--- config.mk ---
export PLATFORM = sky130hd
export DESIGN_NAME = gray_counter
export DESIGN_NICKNAME = d
export VERILOG_FILES = /design/src/rtl/gray_pkg.sv /design/src/rtl/gray_to_binary.sv /design/src/rtl/gray_counter.sv
export SDC_FILE = /design/constraint.sdc
export NUM_CORES = 1
export LEC_CHECK = 0
export ABC_AREA = 0
export CAP_MARGIN = 10
export CORE_AREA = 10 10 47 49
export DETAILED_ROUTE_END_ITERATION = 10
export DIE_AREA = 0 0 57 59
export DONT_BUFFER_PORTS = 1
export PLACE_DENSITY = 0.67
export SLEW_MARGIN = 20
export SYNTH_ARGS = -nofsm -noshare
export SYNTH_HDL_FRONTEND = slang
export SYNTH_SLANG_ARGS = --single-unit
--- constraint.sdc ---
create_clock -name clk -period 1.73 [get_ports clk]
set_input_delay 0.2595 -clock clk [delete_from_list [all_inputs] [get_ports clk]]
set_output_delay 0.2595 -clock clk [all_outputs]
set_load 0.05 [all_outputs]
--- src/rtl/gray_pkg.sv ---
// Shared Gray-code helpers for gray_counter and neighbouring Gray-code blocks.
package gray_pkg;

    localparam int unsigned GRAY_WIDTH_DEFAULT = 4;
    localparam int unsigned GRAY_MAX_WIDTH     = 64;

    typedef logic [GRAY_MAX_WIDTH-1:0] gray_word_t;

    // Callers zero-extend narrower words and truncate the result.
    // Leading zeros leave both conversions unaffected, so one function serves every width.
    function automatic gray_word_t bin2gray(input gray_word_t b);
        return b ^ (b >> 1);
    endfunction

    function automatic gray_word_t gray2bin(input gray_word_t g);
        gray_word_t b;
        b = '0;
        b[GRAY_MAX_WIDTH-1] = g[GRAY_MAX_WIDTH-1];
        for (int unsigned i = 1; i < GRAY_MAX_WIDTH; i++) begin
            b[GRAY_MAX_WIDTH-1-i] = b[GRAY_MAX_WIDTH-i] ^ g[GRAY_MAX_WIDTH-1-i];
        end
        return b;
    endfunction

endpackage

--- src/rtl/gray_to_binary.sv ---
// Combinational WIDTH-bit Gray-to-binary decoder used on the counter's load path.
module gray_to_binary
    import gray_pkg::*;
#(
    parameter int unsigned WIDTH = GRAY_WIDTH_DEFAULT
) (
    input  logic [WIDTH-1:0] gray,
    output logic [WIDTH-1:0] bin
);

    always_comb begin
        bin = '0;
        bin[WIDTH-1] = gray[WIDTH-1];
        for (int unsigned i = 0; i < WIDTH-1; i++) begin
            bin[WIDTH-2-i] = bin[WIDTH-1-i] ^ gray[WIDTH-2-i];
        end
    end

endmodule

--- src/rtl/gray_counter.sv ---
// Up/down counter that registers a binary count, its Gray code, and a terminal-count wrap pulse.
module gray_counter
    import gray_pkg::*;
#(
    parameter int unsigned WIDTH = GRAY_WIDTH_DEFAULT
) (
    input  logic             clk,
    input  logic             rst_n,
    input  logic             en,
    input  logic             up_dn,
    input  logic             load,
    input  logic [WIDTH-1:0] load_gray,
    output logic [WIDTH-1:0] B,
    output logic [WIDTH-1:0] G,
    output logic             wrap
);

    logic [WIDTH-1:0] load_bin;
    logic [WIDTH-1:0] next_b;
    logic [WIDTH-1:0] next_g;
    logic             step_wrap;

    gray_to_binary #(.WIDTH(WIDTH)) u_load_decode (
        .gray (load_gray),
        .bin  (load_bin)
    );

    // The Gray word is derived from the next binary value, so B and G are always updated together.
    always_comb begin
        next_b    = up_dn ? (B + WIDTH'(1)) : (B - WIDTH'(1));
        next_g    = WIDTH'(bin2gray(gray_word_t'(next_b)));
        step_wrap = up_dn ? (B == '1) : (B == '0);
    end

    always_ff @(posedge clk) begin
        if (!rst_n) begin
            B    <= '0;
            G    <= '0;
            wrap <= 1'b0;
        end else if (load) begin
            B    <= load_bin;
            G    <= load_gray;
            wrap <= 1'b0;
        end else if (en) begin
            B    <= next_b;
            G    <= next_g;
            wrap <= step_wrap;
        end else begin
            wrap <= 1'b0;
        end
    end

endmodule
==> key figures, run 1 <==
Detailed routing
  – Detailed Routing Iterations Pass 1: 4
  – Vias: 474
  – DR vias/cell: 5.45
  – Initial drt markers: 7
  – Wire per inst: 16.0 um
  – Wirelength, routed: 1390 um
  – Antenna Violating Nets Remaining: 0
  – Drc violations: 0

Die
  – Initial Utilization: 40.2%
  – Die outline height: 59 um
  – Row count: 14
  – Total core area: ~1400 sq um
  – Die area: roughly 3400 sq um
  – DIE WIDTH: 57 um
  – I/O pins: 18

STA
  – Setup Total Neg Slack: 0 ns
  – Actual slew at the worst max-slew pin: between 0.5 and 0.6 ns
  – Slew Viols, Final: 0
  – Min Clock Period, post-route: 1.55 ns
  – RSZ-0062 raised after global routing: false
  – Final setup fails: 0
  – Clock Skew: roughly 0.012 ns
  – Final worst slack: 0.175 ns
  – F_max: 643 MHz
  – Final period utilization: between 80 and 90%
  – Final hold vios: 0
  – Max_slew headroom: roughly two thirds
  – Fin Hold WS: between 0.06 and 0.07 ns

Setup path
  – Crit. End Element: register
  – Reg-to-Reg Start: B[1]$_SDFFE_PN0P_
  – Crit Path Category: register to register
  – R2R depth: 5
  – R2r setup slk: approximately 0.18 ns
  – CP required: 1.92 ns
  – Worst setup path endpoint: G[2]$_SDFFE_PN0P_
  – Crit path from: B[1]$_SDFFE_PN0P_
  – CP arrival: 1.74 ns
  – Worst flop-to-flop path endpoint: G[2]$_SDFFE_PN0P_
  – Type of origin of the critical path: register
  – Critical-path maximum fanout: 5

Logic synthesis
  – EDFF count, synth: 0
  – Top FF cell, synth: dfxtp_1
  – Post-Synthesis Cells: 65
  – Most frequent cells after synthesis: a21oi_1, dfxtp_1, xnor2_1
  – Seq/Total Area, Yosys: ~28%
  – Synth warn: 0
  – Yosys top cell by area: dfxtp_1
  – Count of different cell masters after synthesis: 28
  – #FFs+latches synth: 8
  – Synthesized area: around 560 sq um
  – Net Count, Synth: 77
  – Top cells by area, synth: dfxtp_1, xnor2_1, a21oi_1
  – Synth top area share: 28.4%
  – Syn Area/Cell: 8.66 sq um
  – Async SR Flop Fraction: 0%

Power and ir drop
  – Tot Pwr: 0.665 mW
  – Leak: between 0.2 and 0.3 nW
  – Power per cell area: 1030 nW/um^2
  – Max IR drop VDD: between 0.0004 and 0.0005 V

CTS
  – Clock transition at path regs: roughly 0.07 ns
  – # hold bufs at CTS: 0
  – Clk buf depth: 2
  – Setup Fix Bufs, Post-CTS: 0
  – CTS tree: yes
  – Cts repair resizes: 0
  – Clock H-tree levels: 1
  – CTS Sinks: 8
  – Skew-Pair Late Insertion Delay: 0.27 ns
  – Clock root buffer: clkbuf_4
  – CTS Buf Count: 3

Finish
  – Area delta synth->final: 14.2%
  – Fraction of layout instances using a drive strength above 1: 22.5%
  – N_diodes: 0
  – Non-filler cells, final: 87
  – Fill cells: 147
  – Final instance area: 643 sq um
  – Util after Layout: 45.9%
  – NumNets Final: 84

Global routing
  – Largest net degree at the start of global routing: 15
  – Antenna violations before repair: 0
  – Congestion Overflow GR: 0
  – First-pass GRT wire length: approximately 2400 um
  – Via count of the first global-routing pass: 507
  – All-Layer GR Usage: roughly 8.8%

Job
  – Max cap viols: 0

Worst hold path
  – Hold Path Class: input pin to register

Placement
  – Dpl cells: 83
  – Setup WS pre-CTS: between 0.15 and 0.2 ns
  – Placer Congestion: 0.784
  – Port buffer count: 0
  – Post-DP HPWL: 1060 um
  – Post-DP Area: 614 sq um

Run status
  – Result of the run: complete, no violations
power breakdown:
part           internal (mW)  switching, mW
logic                  0.118          0.154
registers              0.204         0.0231
clock network         0.0889         0.0764
how the worst min path moves through the flow:
stage | depth (start not counted) | slack, ns | end | from
2_1_floorplan | 1 | 0.38 | B[3]$_SDFFE_PN0P_ | rst_n
3_3_place_gp | 1 | 0.34 | B[0]$_SDFFE_PN0P_ | load
3_5_place_dp | 1 | 0.34 | B[0]$_SDFFE_PN0P_ | load
4_1_cts | 1 | 0.06 | B[0]$_SDFFE_PN0P_ | load
5_1_grt | 1 | 0.07 | B[0]$_SDFFE_PN0P_ | load
6_report | 1 | 0.06 | B[0]$_SDFFE_PN0P_ | load
logic make-up after synthesis:
group / synth area share, %
xor+xnor: 16.7
fa+ha+maj: 8.00
mux: 1.78
simple gates: 14.2
compound gates: 22.7
buf+inv: 8.22
flops: 28.4
sequential cells by signal, indices dropped and copies added (netlist names):
| name | count |
|---|---|
| B | 4 |
| G | 3 |
| wrap | 1 |
cell type report:
cell class                 instances  area [sq um]  share of cell area (%)
clock buffer                       4          26.3                    4.09
inverter                           5          18.8                    2.92
multi-input combinational         48           367                    57.0
sequential                         8           166                    25.9
tap                               16          20.0                    3.11
timing repair buffer               6          45.0                    7.00
routing by layer:
metal | GRT usage, % | vias up | part of all wire [%]
li1 | - | 238 | -
met1 | 9.09 | 219 | 43
met2 | 13.6 | 15 | 45
met3 | 5.58 | 2 | 11
met4 | 4.70 | 0 | 0.79
met5 | 0 | - | 0
worst max-delay path: stages (launching register included):
cell,delay [ns]
dfxtp_2,0.34
ha_1,0.31
a21o_1,0.19
a21oi_1,0.18
xor3_1,0.34
o22ai_2,0.11
cells in the final DEF, fill, tap and decap left out, drive strengths merged, types with 2 or more instances in the layout:
cell type	Yosys	final
inv	5	5
clkbuf	1	4
a21oi	8	8
a211oi	5	5
nor2	4	4
dfxtp	8	8
xnor2	7	7
o21ai	3	3
ha	2	2
buf	3	6
nand2	2	2
nand3	3	3
No activity file was read; power rests on OpenSTA's default activity.
==> inputs of run 2 (changes only) <==
Settings changed: ABC_CLOCK_PERIOD_IN_PS set to 1730, SLEW_MARGIN 20 to not set.
==> results of run 2 <==
No change in the layout: final DEF, timing and power equal those of run 1.
